### src/rtl/cpu_pkg.sv
// Shared definitions for the cpu_controller slice: FSM state codes, opcode and
// ALU op constants, register-select codes, instruction classes.
package cpu_pkg;

    localparam int IW = 16;
    localparam int NR = 3;

    localparam logic [2:0] S_WAIT   = 3'd0;
    localparam logic [2:0] S_DECODE = 3'd1;
    localparam logic [2:0] S_GET_A  = 3'd2;
    localparam logic [2:0] S_GET_B  = 3'd3;
    localparam logic [2:0] S_EXEC   = 3'd4;
    localparam logic [2:0] S_WR_REG = 3'd5;
    localparam logic [2:0] S_WR_IMM = 3'd6;
    localparam logic [2:0] S_ERR    = 3'd7;

    localparam logic [2:0] OP_MOV = 3'b110;
    localparam logic [2:0] OP_ALU = 3'b101;

    // Encoding shared with the ALU.
    localparam logic [1:0] ALU_ADD = 2'b00;
    localparam logic [1:0] ALU_SUB = 2'b01;
    localparam logic [1:0] ALU_AND = 2'b10;
    localparam logic [1:0] ALU_NOT = 2'b11;

    localparam logic [2:0] NSEL_NONE = 3'b000;
    localparam logic [2:0] NSEL_RN   = 3'b001;
    localparam logic [2:0] NSEL_RD   = 3'b010;
    localparam logic [2:0] NSEL_RM   = 3'b100;

    typedef enum logic [2:0] {
        CLS_MOV_IMM,
        CLS_MOV_REG,
        CLS_ALU,
        CLS_CMP,
        CLS_MVN,
        CLS_ILLEGAL
    } instr_class_e;

    function automatic logic [IW-1:0] sext8(input logic [7:0] imm);
        return {{(IW-8){imm[7]}}, imm};
    endfunction

endpackage

### src/rtl/instr_decoder.sv
// Combinational field extraction for the latched instruction: ALU op, shift,
// sign-extended immediate, legality and instruction class.
module instr_decoder
    import cpu_pkg::*;
(
    input  logic [IW-1:0] ir,
    output logic [1:0]    op,
    output logic [1:0]    sh,
    output logic [IW-1:0] sximm8,
    output logic          legal,
    output instr_class_e  cls
);

    logic [2:0] opcode;
    logic       unused_rn;

    assign opcode = ir[15:13];
    assign op     = ir[12:11];
    assign sh     = ir[4:3];
    assign sximm8 = sext8(ir[7:0]);

    // Register indices go straight from the instruction register to the datapath.
    assign unused_rn = ^ir[8 +: NR];

    always_comb begin
        // NOTE: assign a default before the case so no path leaves cls unassigned (no latch).
        cls = CLS_ILLEGAL;
        if (opcode == OP_MOV) begin
            if (op == 2'b10)
                cls = CLS_MOV_IMM;
            else if (op == 2'b00)
                cls = CLS_MOV_REG;
        end else if (opcode == OP_ALU) begin
            case (op)
                ALU_ADD, ALU_AND: cls = CLS_ALU;
                ALU_SUB:          cls = CLS_CMP;
                default:          cls = CLS_MVN;
            endcase
        end
    end

    assign legal = (cls != CLS_ILLEGAL);

endmodule

### src/rtl/cpu_controller.sv
// Instruction sequencer: latches one instruction and steps a Moore FSM driving
// the datapath. Define CPU_CTRL_ILLEGAL_TRAP_EN to trap illegal instructions.
module cpu_controller
    import cpu_pkg::*;
(
    input  logic          clk,
    input  logic          reset_n,
    input  logic          start,
    input  logic [IW-1:0] instr,
    output logic          ready,
    output logic          done,
    output logic [2:0]    nsel,
    output logic          vsel,
    output logic          write,
    output logic          loada,
    output logic          loadb,
    output logic          loadc,
    output logic          loads,
    output logic          asel,
    output logic [1:0]    alu_op,
    output logic [1:0]    shift,
    output logic [IW-1:0] sximm8,
    output logic          err
);

    logic [2:0]    state;
    logic [2:0]    state_nxt;
    logic [IW-1:0] ir;
    logic [1:0]    op;
    logic [1:0]    sh;
    logic          legal;
    instr_class_e  cls;

    instr_decoder u_dec (
        .ir     (ir),
        .op     (op),
        .sh     (sh),
        .sximm8 (sximm8),
        .legal  (legal),
        .cls    (cls)
    );

    // NOTE: sequential state uses non-blocking assignments so every flop samples pre-edge values.
    always_ff @(posedge clk) begin
        if (!reset_n) begin
            state <= S_WAIT;
            ir    <= '0;
        end else begin
            state <= state_nxt;
            if (state == S_WAIT && start)
                ir <= instr;
        end
    end

    always_comb begin
        state_nxt = S_WAIT;
        case (state)
            S_WAIT:   state_nxt = start ? S_DECODE : S_WAIT;
            S_DECODE: begin
                case (cls)
                    CLS_MOV_IMM:          state_nxt = S_WR_IMM;
                    CLS_MOV_REG, CLS_MVN: state_nxt = S_GET_B;
                    CLS_ALU, CLS_CMP:     state_nxt = S_GET_A;
                    default: begin
`ifdef CPU_CTRL_ILLEGAL_TRAP_EN
                        state_nxt = legal ? S_WAIT : S_ERR;
`else
                        state_nxt = S_WAIT;
`endif
                    end
                endcase
            end
            S_GET_A:  state_nxt = S_GET_B;
            S_GET_B:  state_nxt = S_EXEC;
            S_EXEC:   state_nxt = (cls == CLS_CMP) ? S_WAIT : S_WR_REG;
            S_ERR:    state_nxt = S_ERR;
            default:  state_nxt = S_WAIT;
        endcase
    end

    always_comb begin
        ready  = 1'b0;
        done   = 1'b0;
        nsel   = NSEL_NONE;
        vsel   = 1'b0;
        write  = 1'b0;
        loada  = 1'b0;
        loadb  = 1'b0;
        loadc  = 1'b0;
        loads  = 1'b0;
        asel   = 1'b0;
        alu_op = ALU_ADD;
        shift  = 2'b00;
        case (state)
            S_WAIT:   ready = 1'b1;
            S_DECODE: begin
`ifndef CPU_CTRL_ILLEGAL_TRAP_EN
                // Illegal instructions retire here as a one-cycle NOP.
                done = !legal;
`endif
            end
            S_GET_A: begin
                nsel  = NSEL_RN;
                loada = 1'b1;
            end
            S_GET_B: begin
                nsel  = NSEL_RM;
                loadb = 1'b1;
            end
            S_EXEC: begin
                asel   = (cls == CLS_MOV_REG);
                alu_op = (cls == CLS_MOV_REG) ? ALU_ADD : op;
                shift  = sh;
                loadc  = (cls != CLS_CMP);
                loads  = (cls == CLS_CMP);
                done   = (cls == CLS_CMP);
            end
            S_WR_REG: begin
                nsel  = NSEL_RD;
                write = 1'b1;
                done  = 1'b1;
            end
            S_WR_IMM: begin
                nsel  = NSEL_RN;
                vsel  = 1'b1;
                write = 1'b1;
                done  = 1'b1;
            end
            default: ;
        endcase
    end

`ifdef CPU_CTRL_ILLEGAL_TRAP_EN
    assign err = (state == S_ERR);
`else
    assign err = 1'b0;
`endif

endmodule
### config.mk
export PLATFORM = sky130hd
export DESIGN_NAME = cpu_controller
export DESIGN_NICKNAME = d
export VERILOG_FILES = /design/src/rtl/cpu_pkg.sv /design/src/rtl/instr_decoder.sv /design/src/rtl/cpu_controller.sv
export SDC_FILE = /design/constraint.sdc
export NUM_CORES = 1
export LEC_CHECK = 0
export ABC_AREA = 1
export CELL_PAD_IN_SITES_DETAIL_PLACEMENT = 0
export CELL_PAD_IN_SITES_GLOBAL_PLACEMENT = 1
export CORE_UTILIZATION = 28
export CTS_CLUSTER_DIAMETER = 30
export CTS_CLUSTER_SIZE = 16
export DETAILED_ROUTE_END_ITERATION = 10
export GPL_TIMING_DRIVEN = 0
export PLACE_DENSITY = 0.83
export SYNTH_ARGS = -nofsm -noshare
export SYNTH_HDL_FRONTEND = slang
export SYNTH_HIERARCHICAL = 1
export SYNTH_SLANG_ARGS = --single-unit
### constraint.sdc
create_clock -name clk -period 1.8 [get_ports clk]
set_clock_uncertainty 0.2 [all_clocks]
set_input_delay 0.36 -clock clk [delete_from_list [all_inputs] [get_ports clk]]
set_output_delay 0.36 -clock clk [all_outputs]
set_load 0.03 [all_outputs]
## Word level (Yosys, flattened, before mapping)

Cells that the tools add are included.

| storage, ports and cells | value |
|---|---|
| input port bits | 19 |
| flip-flop bits (word level) | 19 |
| output and inout port bits | 33 |
| logic and storage cells | 51 |

| cells by class | value |
|---|---|
| reduce and logical (&&, ||, !) cells | 10 |
| multiplexer cells | 22 |
| eq/ne operators | 17 |

Operator list:

| kind | number |
|---|---|
| $eq 3x3->1 const B | 7 |
| $pmux 3 s3 | 2 |
| $pmux 3 s6 | 1 |
| $mux 3 | 5 |
| $eq 3x2->1 const B | 4 |
| $reduce_or 2->1 | 5 |
| $mux 1 | 9 |
| $eq 3x1->1 const B | 2 |
| $logic_not 3->1 | 2 |
| $mux 2 | 3 |
| $pmux 3 s2 | 1 |
| $ne 3x2->1 const B | 1 |
| $ne 3x3->1 const B | 1 |
| $pmux 1 s3 | 1 |
| $eq 2x1->1 const B | 1 |
| $eq 2x2->1 const B | 1 |
| $logic_not 2->1 | 1 |
| $logic_and 1x1->1 | 1 |
| $logic_not 1->1 | 1 |

## Longest topological paths before layout

Gate-level depths: netlist (run 1).

| logic depth | value |
|---|---|
| word-level depth | 9 |
| depth in mapped cells | 10 |

## Hierarchy

The synthesis (run 1) kept the hierarchy.

By module, submodules not included:

| module | area each (µm²) | cells each | times used |
|---|---|---|---|
| cpu_controller | 917.1 | 131 | 1 |
| instr_decoder | 231.5 | 39 | 1 |

## Worst setup path after synthesis (run 1)

No wires, ideal clock.

| timing | value |
|---|---|
| path kind | register -> output |
| start point | register ir[15] |
| end point | output port done |
| required time | 1.240 ns |
| path buffers | 0 |
| arrival time | 1.644 ns |
| path slack | -0.404 ns |
| cell stages (with the launch flop) | 9 |
| cells stage by stage | dfxtp_1 > nand3_1 > nor2_2 > nor2_1 > inv_1 > nand3_1 > nor2_1 > nor2_1 > nand2_1 |

| between the ends | value |
|---|---|
| longest elaborated chain between the ends | 6 |

RTL lines:

| what | line | text |
|---|---|---|
| start, declared | cpu_controller.sv:28 | `logic [IW-1:0] ir;` |
| start signal, assigned | cpu_controller.sv:51 | `ir <= instr;` |
| $eq 3x3->1 | instr_decoder.sv:33 | `end else if (opcode == OP_ALU) begin` |
| $mux 3 | instr_decoder.sv:33 |  |
| $mux 3 * | instr_decoder.sv:28 | `if (opcode == OP_MOV) begin` |
| named net cls[1] | cpu_controller.sv:32 | `instr_class_e cls;` |
| $ne 3x3->1 | instr_decoder.sv:42 | `assign legal = (cls != CLS_ILLEGAL);` |
| $logic_not 1->1 | cpu_controller.sv:99 | `done = !legal;` |
| $pmux 1 s3 * | cpu_controller.sv:94 | `case (state)` |
| end, declared | cpu_controller.sv:11 | `output logic done,` |

Mark *: on every way through the listed nets, which the timed path passes. The rest lies on a longest branch.

## Worst setup path in the final report (run 1)

| timing | value |
|---|---|
| start point | register ir[13] |
| end point | output port done |

The elaborated chain is that of the path after synthesis.

==> impl_metrics.json, run 1 <==
{
  "fin_cells": 268,
  "fin_hold_ws_ps": 260,
  "p_leak_nw": 0.867,
  "routabilityCongestion": 0.794,
  "routed_wl_microns": 2670,
  "cp.arrival_ps": 1520,
  "start_util_pct": 30.2,
  "peakVddDrop_mv": 0.484,
  "violations": "setup timing",
  "grt_pass1_wl_microns": 4130,
  "power_uw": 998,
  "critical_path_class": "reg -> out",
  "power_density_nw_per_um2": 564,
  "min_period_over_period_pct": 116,
  "yosysWarnings": 6,
  "htree_levels": 1,
  "cp_max_fo": 5,
  "drive_gt1_share_pct": 41.9,
  "grt.total_usage_pct": 12.7,
  "wire_per_inst_microns": 9.94,
  "reg2reg_slack_ps": 100,
  "antenna_found_initial": 0,
  "ant_nets": 0,
  "drc": 0,
  "syn2layout_area_growth_pct": 69.1,
  "maxCapViolCount": 0,
  "pin_count": 52,
  "finalNetCount": 242,
  "die_h_microns": 63.2,
  "slew_violations": 0,
  "routed-via-count": 1112,
  "rr_startpoint": "ir[13]",
  "rsz0062_at_grt": "yes",
  "end_kind": "primary output",
  "grt_pass1_vias": 983,
  "die_area_sq_um": 3990,
  "min_to": "ir[7]",
  "viasPerCell": 4.15,
  "core_sq_um": 3470,
  "cp_data_required_time_ps": 1240,
  "setup_slack_ps": -280,
  "grt_max_degree": 11,
  "pre_cts_slack_ps": -636,
  "numCtsBuffers": 3,
  "cts-root-buf": "clkbuf_8",
  "final_core_util_pct": 51.0,
  "drt-initial-drc-count": 24,
  "diodes": 0,
  "fin_area_sq_um": 1770,
  "dp_cells": 250,
  "synth_nets": 177,
  "clk_latency_ps": 250,
  "nFillCells": 355,
  "hpwlAfterDp_microns": 1890,
  "clock_sinks": 16,
  "synth_area_sq_um": 1050,
  "drt-pass1-iter-count": 4,
  "synthCells": 158,
  "min_period_ps": 2080,
  "syn_avg_cell_area_sq_um": 6.63,
  "min_path_type": "in -> reg",
  "path_clk_slew_ps": 60,
  "hold_viol_final": 0,
  "fmax_ghz": 0.481,
  "setup_viol": 6,
  "reg2reg_depth": 10,
  "min_from": "start",
  "clockBufferDepth": 2,
  "status": "finished with violations",
  "placementRows": 21,
  "io_buffers": 46,
  "r2r_end": "state[2]",
  "die_w_microns": 63.2,
  "grt_overflow": 0,
  "critPathLaunchType": "flop",
  "place_area_sq_um": 1590,
  "cts_tree": "done",
  "whs_path_depth": 3,
  "fin_tns_setup_ps": -1460
}
==> per-layer routing <==
metal,share of wire [%],vias to the layer above,GRT usage (%)
li1,-,608,-
met1,49,476,16.4
met2,47,26,21.2
met3,4.0,2,2.54
met4,0.71,0,3.49
met5,0,-,0
==> critical path, cell delays in order (launching register included) <==
cell and delay (ps):
dfxtp_2 340, nand3b_1 190, nor2_1 160, nor2_2 60, inv_2 70, nand3_2 110, nor2_4 120, nor2_2 50
nand2_2 50, buf_6 120
==> timing repair <==
action,in CTS,in global routing
hold buffers,0,0
gates resized for setup,122,22
buffers inserted,8,6
cloned,0,0
setup endpoints to repair,32,21
pin swaps,7,8
==> area by class of cell <==
type	instances	area, sq um	area share, %
Multi-Input combinational cell	100	529	29.9
Timing Repair Buffer	60	520	29.4
Sequential cell	16	334	18.9
Buffer	28	219	12.4
Tap cell	46	57.6	3.25
Clock buffer	4	55.1	3.11
Inverter	14	55.1	3.11
==> how the worst max path moves through the flow <==
stage / startpoint / end / slack, ps / depth (start not counted)
finish: ir[13] / done / -280 / 9
global route: ir[13] / asel / -370 / 7
CTS: ir[13] / alu_op[1] / -250 / 8
detailed placement: ir[11] / loadc / -640 / 9
global placement: ir[11] / loadc / -640 / 9
floorplan: ir[15] / done / -90 / 8
==> where the power goes <==
| group | switching, mW | leakage [nW] | internal, mW |
|---|---|---|---|
| Combinational | 0.145 | 0.703 | 0.142 |
| Clock | 0.120 | 0.0288 | 0.194 |
| Sequential | 0.0220 | 0.135 | 0.376 |
| Total | 0.287 | 0.867 | 0.711 |
==> registers in the layout, summed over array words and instances (netlist names) <==
name   cells
state      3
ir        13
==> cells in the final DEF, fill, tap and decap left out, types with 3 or more instances in the layout <==
master           count
buf_4               39
nand2_1             25
nor2_1              18
nand3_1             16
a21oi_1             14
clkdlybuf4s50_1     14
buf_6               10
dlygate4sd2_1       10
dfxtp_1              9
inv_1                8
nor2_2               7
buf_2                6
clkdlybuf4s15_1      6
dfxtp_2              5
inv_2                4
clkbuf_8             4
nand2_2              3
nand3_2              3
Note: power is estimated with default switching activity, not from simulation.
==> run 2: changes to the inputs <==
SKIP_LAST_GASP = 1   (was unset)
==> impl_metrics.json, run 2 (synthesis gave the netlist of run 1 again) <==
{
  "status": "finished with violations",
  "violations": "setup timing",
  "numCtsBuffers": 3,
  "io_buffers": 46,
  "cp_data_required_time_ps": 1240,
  "rsz0062_at_grt": "yes",
  "final_common_cell": "buf_4",
  "pre_cts_slack_ps": -636,
  "clock_sinks": 16,
  "critPathLaunchType": "flop",
  "peakVddDrop_mv": 0.484,
  "min_path_type": "in -> reg",
  "setup_slack_ps": -276,
  "p_sw_uw": 287,
  "die_h_microns": 63.2,
  "drt-initial-drc-count": 24,
  "cts-root-buf": "clkbuf_8",
  "path_clk_slew_ps": 60,
  "start_util_pct": 30.2,
  "end_kind": "primary output",
  "diodes": 0,
  "cp_max_fo": 5,
  "clockPowerShare_pct": 31.4,
  "fmax_ghz": 0.482,
  "viasPerCell": 4.16,
  "setup_viol": 6,
  "grt_max_degree": 11,
  "reg_top3": "ir: 13 flops, state: 3 flops",
  "grt_overflow": 0,
  "htree_levels": 1,
  "p_leak_nw": 0.875,
  "hpwlAfterDp_microns": 1890,
  "largest_reg_flops": 13,
  "min_period_over_period_pct": 115,
  "hold_buffers": 0,
  "maxCapViolCount": 0,
  "drive_gt1_share_pct": 41.7,
  "regMostFlops": "ir",
  "cp.arrival_ps": 1520,
  "cts_tree": "done",
  "wire_per_inst_microns": 10.0,
  "drc": 0,
  "drt-pass1-iter-count": 4,
  "finalNetCount": 243,
  "grt_pass1_wl_microns": 4130,
  "fin_hold_ws_ps": 260,
  "grt.total_usage_pct": 12.7,
  "grt_pass1_vias": 983,
  "die_w_microns": 63.2,
  "routabilityCongestion": 0.794,
  "core_sq_um": 3470,
  "ant_nets": 0,
  "critical_path_class": "reg -> out",
  "intPower_uw": 711,
  "power_density_nw_per_um2": 562,
  "p_comb_share_pct": 28.7,
  "clockBufferDepth": 2,
  "syn2layout_area_growth_pct": 69.5,
  "clk_latency_ps": 250,
  "seq_power_share_pct": 39.9,
  "placementRows": 21,
  "antenna_found_initial": 0,
  "routed-via-count": 1118,
  "routed_wl_microns": 2690,
  "die_area_sq_um": 3990,
  "final_cell_mix": "39 x buf_4, 25 x nand2_1, 18 x nor2_1",
  "slew_violations": 0,
  "min_period_ps": 2080,
  "hold_viol_final": 0,
  "pin_count": 52,
  "swShare_pct": 28.7
}
==> run 2: power by group through the flow <==
stage,Combinational [mW],Sequential (mW),Clock [mW]
final,0.287,0.398,0.313
after global routing,0.307,0.401,0.335
after CTS,0.272,0.398,0.317
after detailed placement,0.279,0.405,0
after global placement,0.278,0.404,0
after floorplan,0.182,0.399,0
==> run 2: worst paths after layout <==
kind | start | endpoint | slack [ps] | cells after the start
setup / recovery | ir[13] | done | -280 | 9
setup reg to reg | ir[13] | state[2] | 100 | 10
hold reg to reg | ir[0] | ir[0] | 260 | 2
hold / removal | start | ir[7] | 260 | 3
==> run 2: area by class of cell <==
type | instances | area (sq um)
plain buffers | 28 | 219
fillers | 358 | 1690
flip-flops and latches | 16 | 334
repair buffers | 61 | 526
multi-input cells | 100 | 529
clock buffers | 4 | 55.1
inverters | 14 | 55.1
well taps | 46 | 57.6
==> run 2: critical path: stages (launching register included) <==
cell	delay (ps)
dfxtp_2	340
nand3b_1	190
nor2_1	150
nor2_2	60
inv_2	70
nand3_2	120
nor2_4	120
nor2_2	50
nand2_2	50
buf_6	120
==> run 2: through the flow <==
stage / cells / TNS [ps] / area (sq um) / power (mW) / util (%)
finish: 269 / -1440 / 1780 / 0.998 / 51.2
global route: 269 / -2100 / 1780 / 1.04 / 51.2
CTS: 262 / -1570 / 1680 / 0.987 / 48.5
detailed placement: 250 / -7000 / 1590 / 0.683 / 46.0
global placement: 250 / -6760 / 1590 / 0.682 / 46.0
floorplan: 158 / -165 / 1080 / 0.581 / -
==> run 2: timing repair <==
action,in CTS,in global routing
pin swaps,7,9
buffers inserted,8,7
endpoints found under the setup margin,32,21
gates resized for setup,118,24
==> run 2: routing by layer <==
metal / up-vias / share of wire (%) / GRT usage (%)
met3: 2 / 3.9 / 2.54
li1: 608 / - / -
met4: 0 / 0.71 / 3.49
met5: - / 0 / 0
met2: 26 / 47 / 21.2
met1: 482 / 48 / 16.4
==> run 3: changes to the inputs <==
GPL_TIMING_DRIVEN = unset   (was 0)
==> impl_metrics.json, run 3 (synthesis gave the netlist of run 1 again) <==
{
  "place_area_sq_um": 1480,
  "pre_cts_slack_ps": -111,
  "clk_latency_ps": 250,
  "clock_sinks": 16,
  "power_density_nw_per_um2": 587,
  "end_kind": "primary output",
  "core_sq_um": 3470,
  "clockBufferDepth": 2,
  "whs_path_depth": 2,
  "maxCapViolCount": 0,
  "r2r_end": "state[0]",
  "path_clk_slew_ps": 60,
  "critical_path_class": "reg -> out",
  "min_path_type": "reg -> reg",
  "min_to": "ir[5]",
  "final_cell_mix": "34 x buf_4, 25 x nand2_1, 19 x nor2_1",
  "grt_overflow": 0,
  "routabilityCongestion": 0.736,
  "top_layer": "met4",
  "hold_viol_final": 0,
  "drt-pass1-iter-count": 4,
  "grt.total_usage_pct": 13.5,
  "drt-initial-drc-count": 21,
  "final_common_cell": "buf_4",
  "fin_tns_setup_ps": -1520,
  "die_w_microns": 63.2,
  "cp.arrival_ps": 1530,
  "die_area_sq_um": 3990,
  "grt_pass1_wl_microns": 4250,
  "dr_wl_met2_microns": 1350,
  "routed-via-count": 1082,
  "cp_data_required_time_ps": 1240,
  "ant_nets": 0,
  "rsz0062_at_grt": "yes",
  "grt_pass1_vias": 1001,
  "min_from": "ir[5]",
  "start_util_pct": 30.2,
  "fmax_ghz": 0.478,
  "hold_buffers": 0,
  "setup_slack_ps": -290,
  "fin_area_sq_um": 1640,
  "numCtsBuffers": 3,
  "multi_input_area_sq_um": 533,
  "finalNetCount": 224,
  "wire_per_inst_microns": 10.4,
  "cp_max_fo": 4,
  "syn2layout_area_growth_pct": 56.2,
  "largest_reg_flops": 13,
  "violations": "setup timing",
  "reg_top3": "ir: 13 flops, state: 3 flops",
  "placementRows": 21,
  "htree_levels": 1,
  "rr_startpoint": "ir[13]",
  "viasPerCell": 4.33,
  "fin_hold_ws_ps": 264,
  "critPathLaunchType": "flop",
  "cts-root-buf": "clkbuf_8",
  "regMostFlops": "ir",
  "antenna_found_initial": 0,
  "setup_viol": 6,
  "nFillCells": 376,
  "wl_met3_microns": 107,
  "status": "finished with violations",
  "reg2reg_slack_ps": 140,
  "seq_area_sq_um": 335,
  "pin_count": 52,
  "drive_gt1_share_pct": 36.3,
  "p_leak_nw": 0.795,
  "slew_violations": 0,
  "io_buffers": 47,
  "peakVddDrop_mv": 0.312,
  "drc": 0,
  "grt_max_degree": 17,
  "routed_wl_microns": 2600,
  "die_h_microns": 63.2,
  "hpwlAfterDp_microns": 1960,
  "min_period_over_period_pct": 116,
  "wl_met1_microns": 1120,
  "min_period_ps": 2090,
  "reg2reg_depth": 9,
  "diodes": 0,
  "cts_tree": "done"
}
run 3: changes by cell type in the layout (fill, tap and decap cells not counted), moves of 3 or more:
cell | previous run | this run
buf_2 | 7 | 0
dlygate4sd2_1 | 10 | 16
clkdlybuf4s15_1 | 6 | 0
nor2_2 | 7 | 4
buf_6 | 10 | 5
buf_4 | 39 | 34
run 3: what timing repair did:
item | in CTS | in global routing
setup endpoints to repair | 27 | 12
buffers inserted | 4 | 1
gates resized for setup | 30 | 17
pin swaps | 3 | 3
run 3: where the power goes:
group / internal [mW] / leakage [nW] / switching [mW]
sequential: 0.374 / 0.135 / 0.0205
clock: 0.194 / 0.0288 / 0.122
combinational: 0.111 / 0.631 / 0.139
run 3: final cells by class:
class,count,share of cell area (%)
Sequential cell,16,20.5
Multi-Input combinational cell,100,32.6
Clock buffer,4,3.37
Timing Repair Buffer,70,36.8
Tap cell,46,3.52
Inverter,14,3.21
run 3: worst max path at each step:
stage | depth (start not counted) | from | to
floorplan | 8 | ir[15] | done
global placement | 9 | ir[13] | done
detailed placement | 9 | ir[13] | done
CTS | 8 | ir[13] | alu_op[1]
global route | 7 | ir[13] | asel
finish | 8 | ir[13] | loads
run 3: metrics by stage:
stage | utilization [%] | power, mW | std cells
global placement | 42.8 | 0.652 | 241
finish | 47.2 | 0.960 | 250
global route | 47.2 | 1.01 | 250
floorplan | - | 0.581 | 158
detailed placement | 42.8 | 0.656 | 241
CTS | 45.6 | 0.968 | 249
run 3: worst max-delay path, cell delays in order, from the launching register on:
cell and delay [ps]:
dfxtp_2 340, nand3b_1 200, nor2_1 170, nor2_2 60, inv_2 70, nand3_2 110, nor2_4 100, buf_4 100
buf_4 140
run 3: per-layer routing:
layer,vias to the layer above,global-route usage (%)
met5,-,0
met4,0,6.10
met3,4,2.36
met2,29,23.8
met1,482,15.6
li1,567,-
